`config.mk`:
```
export PLATFORM = sky130hd
export DESIGN_NAME = instruction_decoder_flat
export DESIGN_NICKNAME = d
export VERILOG_FILES = /design/src/rtl/instruction_decoder_if.sv /design/src/rtl/instruction_decoder.sv /design/src/flat_wrapper.sv
export SDC_FILE = /design/constraint.sdc
export NUM_CORES = 1
export LEC_CHECK = 0
export ABC_CLOCK_PERIOD_IN_PS = 2250
export CORE_MARGIN = 3
export CORE_UTILIZATION = 35
export CTS_CLUSTER_SIZE = 28
export DETAILED_ROUTE_END_ITERATION = 6
export GPL_TIMING_DRIVEN = 0
export PLACE_DENSITY = 0.73
export SETUP_SLACK_MARGIN = 0.2
export SLEW_MARGIN = 25
export SYNTH_ARGS = -nofsm -noshare
export SYNTH_HDL_FRONTEND = slang
export SYNTH_SLANG_ARGS = --single-unit
```
`constraint.sdc`:
```
create_clock -name clk -period 2.25 [get_ports clk]
set_clock_uncertainty 0.1 [all_clocks]
set_input_delay 0.45 -clock clk [delete_from_list [all_inputs] [get_ports clk]]
set_output_delay 0.45 -clock clk [all_outputs]
set_load 0.03 [all_outputs]
```
`src/rtl/instruction_decoder_if.sv`:
```
// Fetch/execute/redirect signal bundle around the instruction decoder.
// master = decoder side, slave = fetch/execute environment side.
interface instruction_decoder_if #(
  parameter int INST_W = 16,
  parameter int REG_AW = 3
);
  logic              read_inst;
  logic              inst_valid;
  logic [INST_W-1:0] instruction;
  logic              decoded_inst;
  logic              ex_valid;
  logic              ex_ready;
  logic [3:0]        opcode;
  logic [REG_AW-1:0] rd;
  logic [REG_AW-1:0] rs1;
  logic [REG_AW-1:0] rs2;
  logic [INST_W-1:0] imm;
  logic              br_done;
  logic              br_taken;
  logic              execute_branch;
  logic [INST_W-1:0] branch_offset;
  logic              jump_flag;
  logic [INST_W-5:0] offset_jump;
  logic              branch_ack;
  logic              illegal;
  logic [15:0]       stall_count;

  modport master (
    output read_inst, decoded_inst, ex_valid,
    output opcode, rd, rs1, rs2, imm,
    output execute_branch, branch_offset,
    output jump_flag, offset_jump,
    output illegal, stall_count,
    input  inst_valid, instruction, ex_ready,
    input  br_done, br_taken, branch_ack
  );

  modport slave (
    input  read_inst, decoded_inst, ex_valid,
    input  opcode, rd, rs1, rs2, imm,
    input  execute_branch, branch_offset,
    input  jump_flag, offset_jump,
    input  illegal, stall_count,
    output inst_valid, instruction, ex_ready,
    output br_done, br_taken, branch_ack
  );
endinterface

```
`src/rtl/instruction_decoder.sv`:
```
// Decode stage: fetch handshake, field split, issue, branch/jump redirect.
// Optional macro DECODE_STALL_CNT_EN enables the execute-stall counter.
module instruction_decoder #(
  parameter int INST_W = 16,
  parameter int REG_AW = 3,
  parameter int IMM_W  = 6
) (
  input  logic clk,
  input  logic reset,
  instruction_decoder_if.master bus
);

  typedef enum logic [2:0] {
    S_FETCH,
    S_DECODE,
    S_ISSUE,
    S_BR_WAIT,
    S_REDIRECT,
    S_HALT
  } state_e;

  localparam logic [3:0] OP_BEQ = 4'hB;
  localparam logic [3:0] OP_BNE = 4'hC;
  localparam logic [3:0] OP_JMP = 4'hD;

  state_e            state_q, state_d;
  logic [INST_W-1:0] instr_q, instr_d;
  logic              armed_q, armed_d;
  logic [3:0]        opcode_q, opcode_d;
  logic [REG_AW-1:0] rd_q, rd_d;
  logic [REG_AW-1:0] rs1_q, rs1_d;
  logic [REG_AW-1:0] rs2_q, rs2_d;
  logic [IMM_W-1:0]  imm_q, imm_d;
  logic              illegal_q, illegal_d;

  logic              read_inst;
  logic              decoded;
  logic              ex_valid;
  logic              exec_br;
  logic              jump;
  logic [3:0]        dec_op;
  logic              is_br;
  logic              is_bad;

  assign dec_op = instr_q[INST_W-1 -: 4];
  assign is_br  = (opcode_q == OP_BEQ) || (opcode_q == OP_BNE);
  assign is_bad = (dec_op == 4'hA) || (dec_op == 4'hE) || (dec_op == 4'hF);

  always_comb begin
    state_d   = state_q;
    instr_d   = instr_q;
    // a new word is accepted only after valid has been seen low
    armed_d   = armed_q | ~bus.inst_valid;
    opcode_d  = opcode_q;
    rd_d      = rd_q;
    rs1_d     = rs1_q;
    rs2_d     = rs2_q;
    imm_d     = imm_q;
    illegal_d = illegal_q;
    read_inst = 1'b0;
    decoded   = 1'b0;
    ex_valid  = 1'b0;
    exec_br   = 1'b0;
    jump      = 1'b0;
    unique case (state_q)
      S_FETCH: begin
        read_inst = ~bus.inst_valid & ~reset;
        if (bus.inst_valid && armed_q) begin
          instr_d = bus.instruction;
          armed_d = 1'b0;
          state_d = S_DECODE;
        end
      end
      S_DECODE: begin
        decoded  = 1'b1;
        opcode_d = dec_op;
        rd_d     = instr_q[INST_W-5 -: REG_AW];
        rs1_d    = instr_q[INST_W-5-REG_AW -: REG_AW];
        rs2_d    = instr_q[INST_W-5-2*REG_AW -: REG_AW];
        imm_d    = instr_q[IMM_W-1:0];
        if (dec_op == OP_JMP) begin
          state_d = S_REDIRECT;
        end else if (is_bad) begin
          illegal_d = 1'b1;
          state_d   = S_HALT;
        end else begin
          state_d = S_ISSUE;
        end
      end
      S_ISSUE: begin
        ex_valid = 1'b1;
        if (bus.ex_ready) state_d = is_br ? S_BR_WAIT : S_FETCH;
      end
      S_BR_WAIT: begin
        if (bus.br_done) state_d = bus.br_taken ? S_REDIRECT : S_FETCH;
      end
      S_REDIRECT: begin
        jump    = (opcode_q == OP_JMP);
        exec_br = (opcode_q != OP_JMP);
        if (bus.branch_ack) state_d = S_FETCH;
      end
      S_HALT: ;
      default: state_d = S_FETCH;
    endcase
  end

  always_ff @(posedge clk) begin
    if (reset) begin
      state_q   <= S_FETCH;
      instr_q   <= '0;
      armed_q   <= 1'b1;
      opcode_q  <= '0;
      rd_q      <= '0;
      rs1_q     <= '0;
      rs2_q     <= '0;
      imm_q     <= '0;
      illegal_q <= 1'b0;
    end else begin
      state_q   <= state_d;
      instr_q   <= instr_d;
      armed_q   <= armed_d;
      opcode_q  <= opcode_d;
      rd_q      <= rd_d;
      rs1_q     <= rs1_d;
      rs2_q     <= rs2_d;
      imm_q     <= imm_d;
      illegal_q <= illegal_d;
    end
  end

  logic [INST_W-1:0] imm_ext;
  assign imm_ext = {{(INST_W-IMM_W){imm_q[IMM_W-1]}}, imm_q};

  assign bus.read_inst      = read_inst;
  assign bus.decoded_inst   = decoded;
  assign bus.ex_valid       = ex_valid;
  assign bus.opcode         = opcode_q;
  assign bus.rd             = rd_q;
  assign bus.rs1            = rs1_q;
  assign bus.rs2            = rs2_q;
  assign bus.imm            = imm_ext;
  assign bus.execute_branch = exec_br;
  assign bus.branch_offset  = exec_br ? imm_ext : '0;
  assign bus.jump_flag      = jump;
  assign bus.offset_jump    = jump ? instr_q[INST_W-5:0] : '0;
  assign bus.illegal        = illegal_q;

`ifdef DECODE_STALL_CNT_EN
  logic [15:0] stall_q, stall_d;

  always_comb begin
    stall_d = stall_q;
    if (state_q == S_ISSUE && !bus.ex_ready && stall_q != 16'hFFFF)
      stall_d = stall_q + 16'd1;
  end

  always_ff @(posedge clk) begin
    if (reset) stall_q <= '0;
    else       stall_q <= stall_d;
  end

  assign bus.stall_count = stall_q;
`else
  assign bus.stall_count = '0;
`endif

endmodule

```
`src/flat_wrapper.sv`:
```
// flat-port wrapper written by rule: the top's interface ports become plain ports
module instruction_decoder_flat 
#(
  parameter int INST_W = 16,
  parameter int REG_AW = 3,
  parameter int IMM_W  = 6
)
  (clk, reset, bus_read_inst, bus_decoded_inst, bus_ex_valid, bus_opcode, bus_rd, bus_rs1, bus_rs2, bus_imm, bus_execute_branch, bus_branch_offset, bus_jump_flag, bus_offset_jump, bus_illegal, bus_stall_count, bus_inst_valid, bus_instruction, bus_ex_ready, bus_br_done, bus_br_taken, bus_branch_ack);
  instruction_decoder_if #(.INST_W(INST_W), .REG_AW(REG_AW)) bus_i ();
  input  logic clk;
  input  logic reset;
  output wire logic [$bits(bus_i.read_inst)-1:0] bus_read_inst;
  output wire logic [$bits(bus_i.decoded_inst)-1:0] bus_decoded_inst;
  output wire logic [$bits(bus_i.ex_valid)-1:0] bus_ex_valid;
  output wire logic [$bits(bus_i.opcode)-1:0] bus_opcode;
  output wire logic [$bits(bus_i.rd)-1:0] bus_rd;
  output wire logic [$bits(bus_i.rs1)-1:0] bus_rs1;
  output wire logic [$bits(bus_i.rs2)-1:0] bus_rs2;
  output wire logic [$bits(bus_i.imm)-1:0] bus_imm;
  output wire logic [$bits(bus_i.execute_branch)-1:0] bus_execute_branch;
  output wire logic [$bits(bus_i.branch_offset)-1:0] bus_branch_offset;
  output wire logic [$bits(bus_i.jump_flag)-1:0] bus_jump_flag;
  output wire logic [$bits(bus_i.offset_jump)-1:0] bus_offset_jump;
  output wire logic [$bits(bus_i.illegal)-1:0] bus_illegal;
  output wire logic [$bits(bus_i.stall_count)-1:0] bus_stall_count;
  input wire logic [$bits(bus_i.inst_valid)-1:0] bus_inst_valid;
  input wire logic [$bits(bus_i.instruction)-1:0] bus_instruction;
  input wire logic [$bits(bus_i.ex_ready)-1:0] bus_ex_ready;
  input wire logic [$bits(bus_i.br_done)-1:0] bus_br_done;
  input wire logic [$bits(bus_i.br_taken)-1:0] bus_br_taken;
  input wire logic [$bits(bus_i.branch_ack)-1:0] bus_branch_ack;
  assign bus_read_inst = bus_i.read_inst;
  assign bus_decoded_inst = bus_i.decoded_inst;
  assign bus_ex_valid = bus_i.ex_valid;
  assign bus_opcode = bus_i.opcode;
  assign bus_rd = bus_i.rd;
  assign bus_rs1 = bus_i.rs1;
  assign bus_rs2 = bus_i.rs2;
  assign bus_imm = bus_i.imm;
  assign bus_execute_branch = bus_i.execute_branch;
  assign bus_branch_offset = bus_i.branch_offset;
  assign bus_jump_flag = bus_i.jump_flag;
  assign bus_offset_jump = bus_i.offset_jump;
  assign bus_illegal = bus_i.illegal;
  assign bus_stall_count = bus_i.stall_count;
  assign bus_i.inst_valid = bus_inst_valid;
  assign bus_i.instruction = bus_instruction;
  assign bus_i.ex_ready = bus_ex_ready;
  assign bus_i.br_done = bus_br_done;
  assign bus_i.br_taken = bus_br_taken;
  assign bus_i.branch_ack = bus_branch_ack;
  instruction_decoder #(.INST_W(INST_W), .REG_AW(REG_AW), .IMM_W(IMM_W)) u_core (.clk(clk), .reset(reset), .bus(bus_i));
endmodule
```
Yosys cells after proc, flatten, opt, wreduce, memory -nomap -nowiden
Index checks and enable logic that the tools add are counted.
{"block": "op_classes", "muxes": 18, "eq_ne": 17, "n_reduce_logical": 8, "bitwise": 6}
{"cell": "== test 4 bit (second input constant)", "count": 7}
{"cell": "2-to-1 mux 3 bit", "count": 7}
{"cell": "one-hot mux 3 bit (6 select lines)", "count": 1}
{"cell": "2-to-1 mux 16 bit", "count": 1}
{"cell": "2-to-1 mux 12 bit", "count": 1}
{"cell": "2-to-1 mux 1 bit", "count": 7}
{"cell": "== test 3 x 2 -> 1 bit (second input constant)", "count": 2}
{"cell": "== test 3 bit (second input constant)", "count": 2}
{"cell": "!= test 2 bit (second input constant)", "count": 3}
{"cell": "AND reduction 5 bit", "count": 1}
{"cell": "!= test 4 bit (second input constant)", "count": 1}
{"cell": "NOT 1 bit", "count": 4}
{"cell": "== test 3 x 1 -> 1 bit (second input constant)", "count": 1}
{"cell": "zero test 3 bit", "count": 1}
{"cell": "logical OR 1 bit", "count": 3}
{"cell": "AND reduction 3 bit", "count": 1}
{"cell": "2-to-1 mux 2 bit", "count": 1}
{"cell": "!= test 2 x 1 -> 1 bit (second input constant)", "count": 1}
{"cell": "AND reduction 2 bit", "count": 1}
{"cell": "AND 1 bit", "count": 1}
{"cell": "logical AND 1 bit", "count": 1}
{"cell": "bitwise OR 1 bit", "count": 1}
{"block": "totals", "reg_bits": 40, "in_bits": 23, "out_inout_bits": 79}

Depth between registers and ports, before layout
Gate-level depths: netlist of run 1.
{"block": "logic_depth", "depth_word": 6, "depth_mapped": 9}

Least setup slack after synthesis of run 1
Ideal clock, no wire load.
{"block": "synth_timing", "path_type": "flip-flop to output port", "start": "register u_core.opcode_q[1] (netlist: u_core.bus.opcode[1])", "end": "output port bus_branch_offset[10]", "arrival_ps": 2002, "path_slack_ps": -302, "n_path_buf": 2, "required_ps": 1700, "path_stages_with_launch": 6, "path_cell_list": "dfxtp_1 -> nand4b_1 -> and3_1 -> clkbuf_1 -> and2_1 -> buf_4"}
{"block": "synth_between", "elab_chain_len": 3}
{"item": "start, declared", "line_no": "instruction_decoder.sv:29", "text": "logic [3:0] opcode_q, opcode_d;"}
{"item": "start signal, assigned", "line_no": "instruction_decoder.sv:122", "text": "opcode_q <= opcode_d;"}
{"item": "!= test 4 bit", "line_no": "instruction_decoder.sv:99", "text": "exec_br = (opcode_q != OP_JMP);"}
{"item": "2-to-1 mux 1 bit", "line_no": "instruction_decoder.sv:65", "text": "unique case (state_q)"}
{"item": "via bus_execute_branch", "line_no": "flat_wrapper.sv:20", "text": "output wire logic [$bits(bus_i.execute_branch)-1:0] bus_execute_branch;"}
{"item": "2-to-1 mux 16 bit", "line_no": "instruction_decoder.sv:143", "text": "assign bus.branch_offset = exec_br ? imm_ext : '0;"}
{"item": "end, declared", "line_no": "flat_wrapper.sv:21", "text": "output wire logic [$bits(bus_i.branch_offset)-1:0] bus_branch_offset;"}
The timed path passes the listed nets, and every way through them passes these cells.

Final worst setup path of run 1
{"block": "layout_timing", "start": "register u_core.opcode_q[1] (netlist: u_core.bus.opcode[1])", "end": "output port bus_branch_offset[13]"}
{"block": "layout_between", "elab_chain_len": 3}
{"item": "!= test 4 bit", "line_no": "instruction_decoder.sv:99"}
{"item": "2-to-1 mux 1 bit", "line_no": "instruction_decoder.sv:65"}
{"item": "2-to-1 mux 16 bit", "line_no": "instruction_decoder.sv:143"}
Every way passes these cells.

==> results.txt, run 1 <==
status -> complete, no violations
Synth Register Bits -> 37
Vias -> 1,982
1st-iter DRT viols -> 123
Pleak -> 1.533 nW
fmax -> 452.1 MHz
CTS root buffer -> clkbuf_8
sw power -> 0.9254 mW
fin worst setup slack -> 0.03797 ns
Die Wd -> 80.34 um
sequential share of the synthesized area -> 38.29%
drt drc -> 0
nets -> 404
power per cell area -> 728.4 nW/um^2
hold_buf cts -> 0
Clock Tree Buf Depth -> 2
Num CTS Buffers -> 5
total gr overflow -> 0
Least-Margin Pin Slew -> 0.5706 ns
clock share of power -> 21.0%
ranking of synthesized cells by area -> dfxtp_1, buf_4, nand2_1
DP Wirelength -> 3905 um
combinational share of power -> 45.4%
Syn-to-layout area delta -> 77.04%
Final min period -> 2.212 ns
Syn Inst Count -> 253
hold_ws -> 0.3575 ns
CP startpoint -> u_core.bus.opcode[1]
drt first pass iters -> 4
drt via density -> 4.385
final slew viol count -> 0
Tot GR Track Use -> 16.76%
die extent in y -> 80.34 um
Core Util, Final -> 65.38%
r2r startpoint -> u_core.state_q[1]
Avg Cell Area, Syn -> 7.646 um^2
Routed WL -> 5506 um
FP Rows -> 26
antenna cells -> 0
class of the tightest hold or removal check -> reg2reg
Design Area, Final -> 3425 um^2
CTS HTree Levels -> 2
IO Port Bufs -> 85
sequential power share -> 33.6%
Final period util -> 98.31%
layout cells sized above 1 -> 40.05%
Hold Fails Final Rpt -> 0
Unique masters post-synth -> 31
kind of critical path -> reg2out
number of global-route vias before repair -> 1,794
Hold Crit Start -> u_core.bus.rs1[0]
Worst IR Drop VDD -> 0.4885 mV
Finished Layout Cells -> 452
CTS tree -> built
CP Capture Type -> output port
Placed Area -> 2940 um^2
Net Sw Frac -> 37.10%
RSZ-0062 raised after global routing -> true
synthesized area -> 1934 um^2
Worst-Skew Late Latency -> 0.29 ns
critical path arrival -> 1.66 ns
Synth top area share -> 38.29%
Yosys top cell by area -> dfxtp_1
Clk pin slew, worst setup/hold paths -> 0.07 ns
Core ar. -> 5238 um^2
Starting Density -> 36.93%
Slew headroom -> 61.96%
DP Cell Count -> 423
post-place setup slack -> -0.5320 ns
clk sinks -> 37
antenna violations before repair -> 0
max_cap viols -> 0
internal power -> 1.569 mW
crit path max fanout -> 6
total power draw -> 2.494 mW
largest net degree at the start of global routing -> 16
area of the die -> 6455 um^2
first-pass GRT wire length -> 8438 um
antenna viol nets, final -> 0
final setup fails -> 0
Setup TNS -> 0 ns
RD Place Congestion -> 0.7646
WP data required -> 1.70 ns
yosys warns -> 0
# IOs -> 102
post-DR wirelength/cell -> 12.18 um
crit path launch type -> flop
==> timing repair <==
action                     4_1_cts  5_1_grt
setup endpoints to repair       45       42
gates cloned                     1        0
resized for setup              276       26
setup buffers                    4       17
pin swaps                       12        2
==> cell usage in the layout (no fill, tap or decap), drive strengths merged <==
cell           netlist  layout
buf                 46     102
nand2               71      71
clkdlybuf4s50        0      40
dfxtp               37      37
a21oi               35      35
and2                19      20
conb                 1      16
dlygate4sd2          0      13
clkbuf               8      11
nor2                 6       6
nor3b                3       3
inv                  2       3
a2111oi              3       3
nand2b               2       2
nand3b               2       2
mux2                 2       2
or3b                 2       2
a311oi               2       2
a41oi                2       2
nor3                 2       2
and2b                1       1
nand4b               1       1
and3                 1       1
or3                  1       1
or2                  1       1
and3b                1       1
o211ai               1       1
nor2b                1       1
==> cell type report <==
class	instances	area (um^2)
multi-input combinational	176	978.4
fill	451	1813
clock inverter	1	8.758
timing repair buffer	106	1036
sequential	37	750.7
buffer	53	456.7
clock buffer	7	96.34
inverter	2	10.01
tap	70	87.58
==> logic make-up (layout without fill, tap and decap cells) <==
logic type | after synthesis | in the layout | share of synthesized area, %
compound gates | 43 | 43 | 13.45
flops | 37 | 37 | 38.29
other cells | 1 | 16 | 0.1939
mux | 2 | 2 | 1.164
simple gates | 114 | 115 | 27.69
buf+inv | 56 | 169 | 19.21
==> synth_stat cells <==
cell type   n
inv_2       1
nand2b_1    2
clkbuf_1    8
and2_1     19
o211ai_1    1
a2111oi_2   2
buf_4      39
nand3b_1    2
a41oi_1     2
nand2_1    71
conb_1      1
nand4b_1    1
inv_1       1
nor3b_1     3
nor3_1      2
buf_6       1
a311oi_1    2
mux2_2      2
nor2b_1     1
dfxtp_1    37
a21oi_2     1
or3_1       1
and2b_1     1
and3_1      1
buf_2       6
a2111oi_0   1
nor2_1      6
a21oi_1    34
or3b_2      2
and3b_1     1
or2_2       1
==> worst max-delay path, cell delays in order, from the launching register on <==
cell and delay [ns]:
dfxtp_2 0.32, nand4b_1 0.25, and3_4 0.25, buf_8 0.12, and2_4 0.18, buf_6 0.12
buf_6 0.12
==> path summary, 6_finish.rpt <==
path | end | slack, ns | cells past startpoint
setup reg to reg | u_core.instr_q[15] | 0.30 | 7
hold / removal | u_core.bus.rs1[0] | 0.36 | 2
setup / recovery | bus_branch_offset[13] | 0.04 | 6
hold reg to reg | u_core.bus.rs1[0] | 0.36 | 2
==> power by group through the flow <==
stage,combinational (mW),sequential (mW),clock [mW]
after floorplan,0.566,0.859,0
after global routing,1.23,0.855,0.564
after CTS,0.928,0.835,0.536
after global placement,0.850,0.837,0
final,1.13,0.838,0.524
after detailed placement,0.865,0.839,0
==> routing by layer <==
metal / track usage [%] / share of wire [%] / vias to the layer above / wire, um
met5: 0 / 0 / - / 0
met4: 4.730 / 1.0 / 0 / 55
met3: 4.372 / 5.4 / 6 / 296
met2: 29.22 / 50 / 61 / 2747
met1: 20.16 / 44 / 890 / 2407
li1: - / - / 1025 / -
==> flip-flops by register name (all words and copies together) (netlist names) <==
name,cells
u_core.instr_q,16
u_core.imm_q,5
u_core.bus.opcode,4
u_core.bus.rd,3
u_core.bus.rs1,3
u_core.state_q,3
u_core.armed_q,1
u_core.bus.illegal,1
u_core.bus.rs2,1
Power figures use the tool's default switching activity.
==> inputs of run 2 (changes only) <==
- HOLD_SLACK_MARGIN: default -> 0.05
==> results of run 2 <==
Final layout, timing and power as in run 1 (identical DEF).
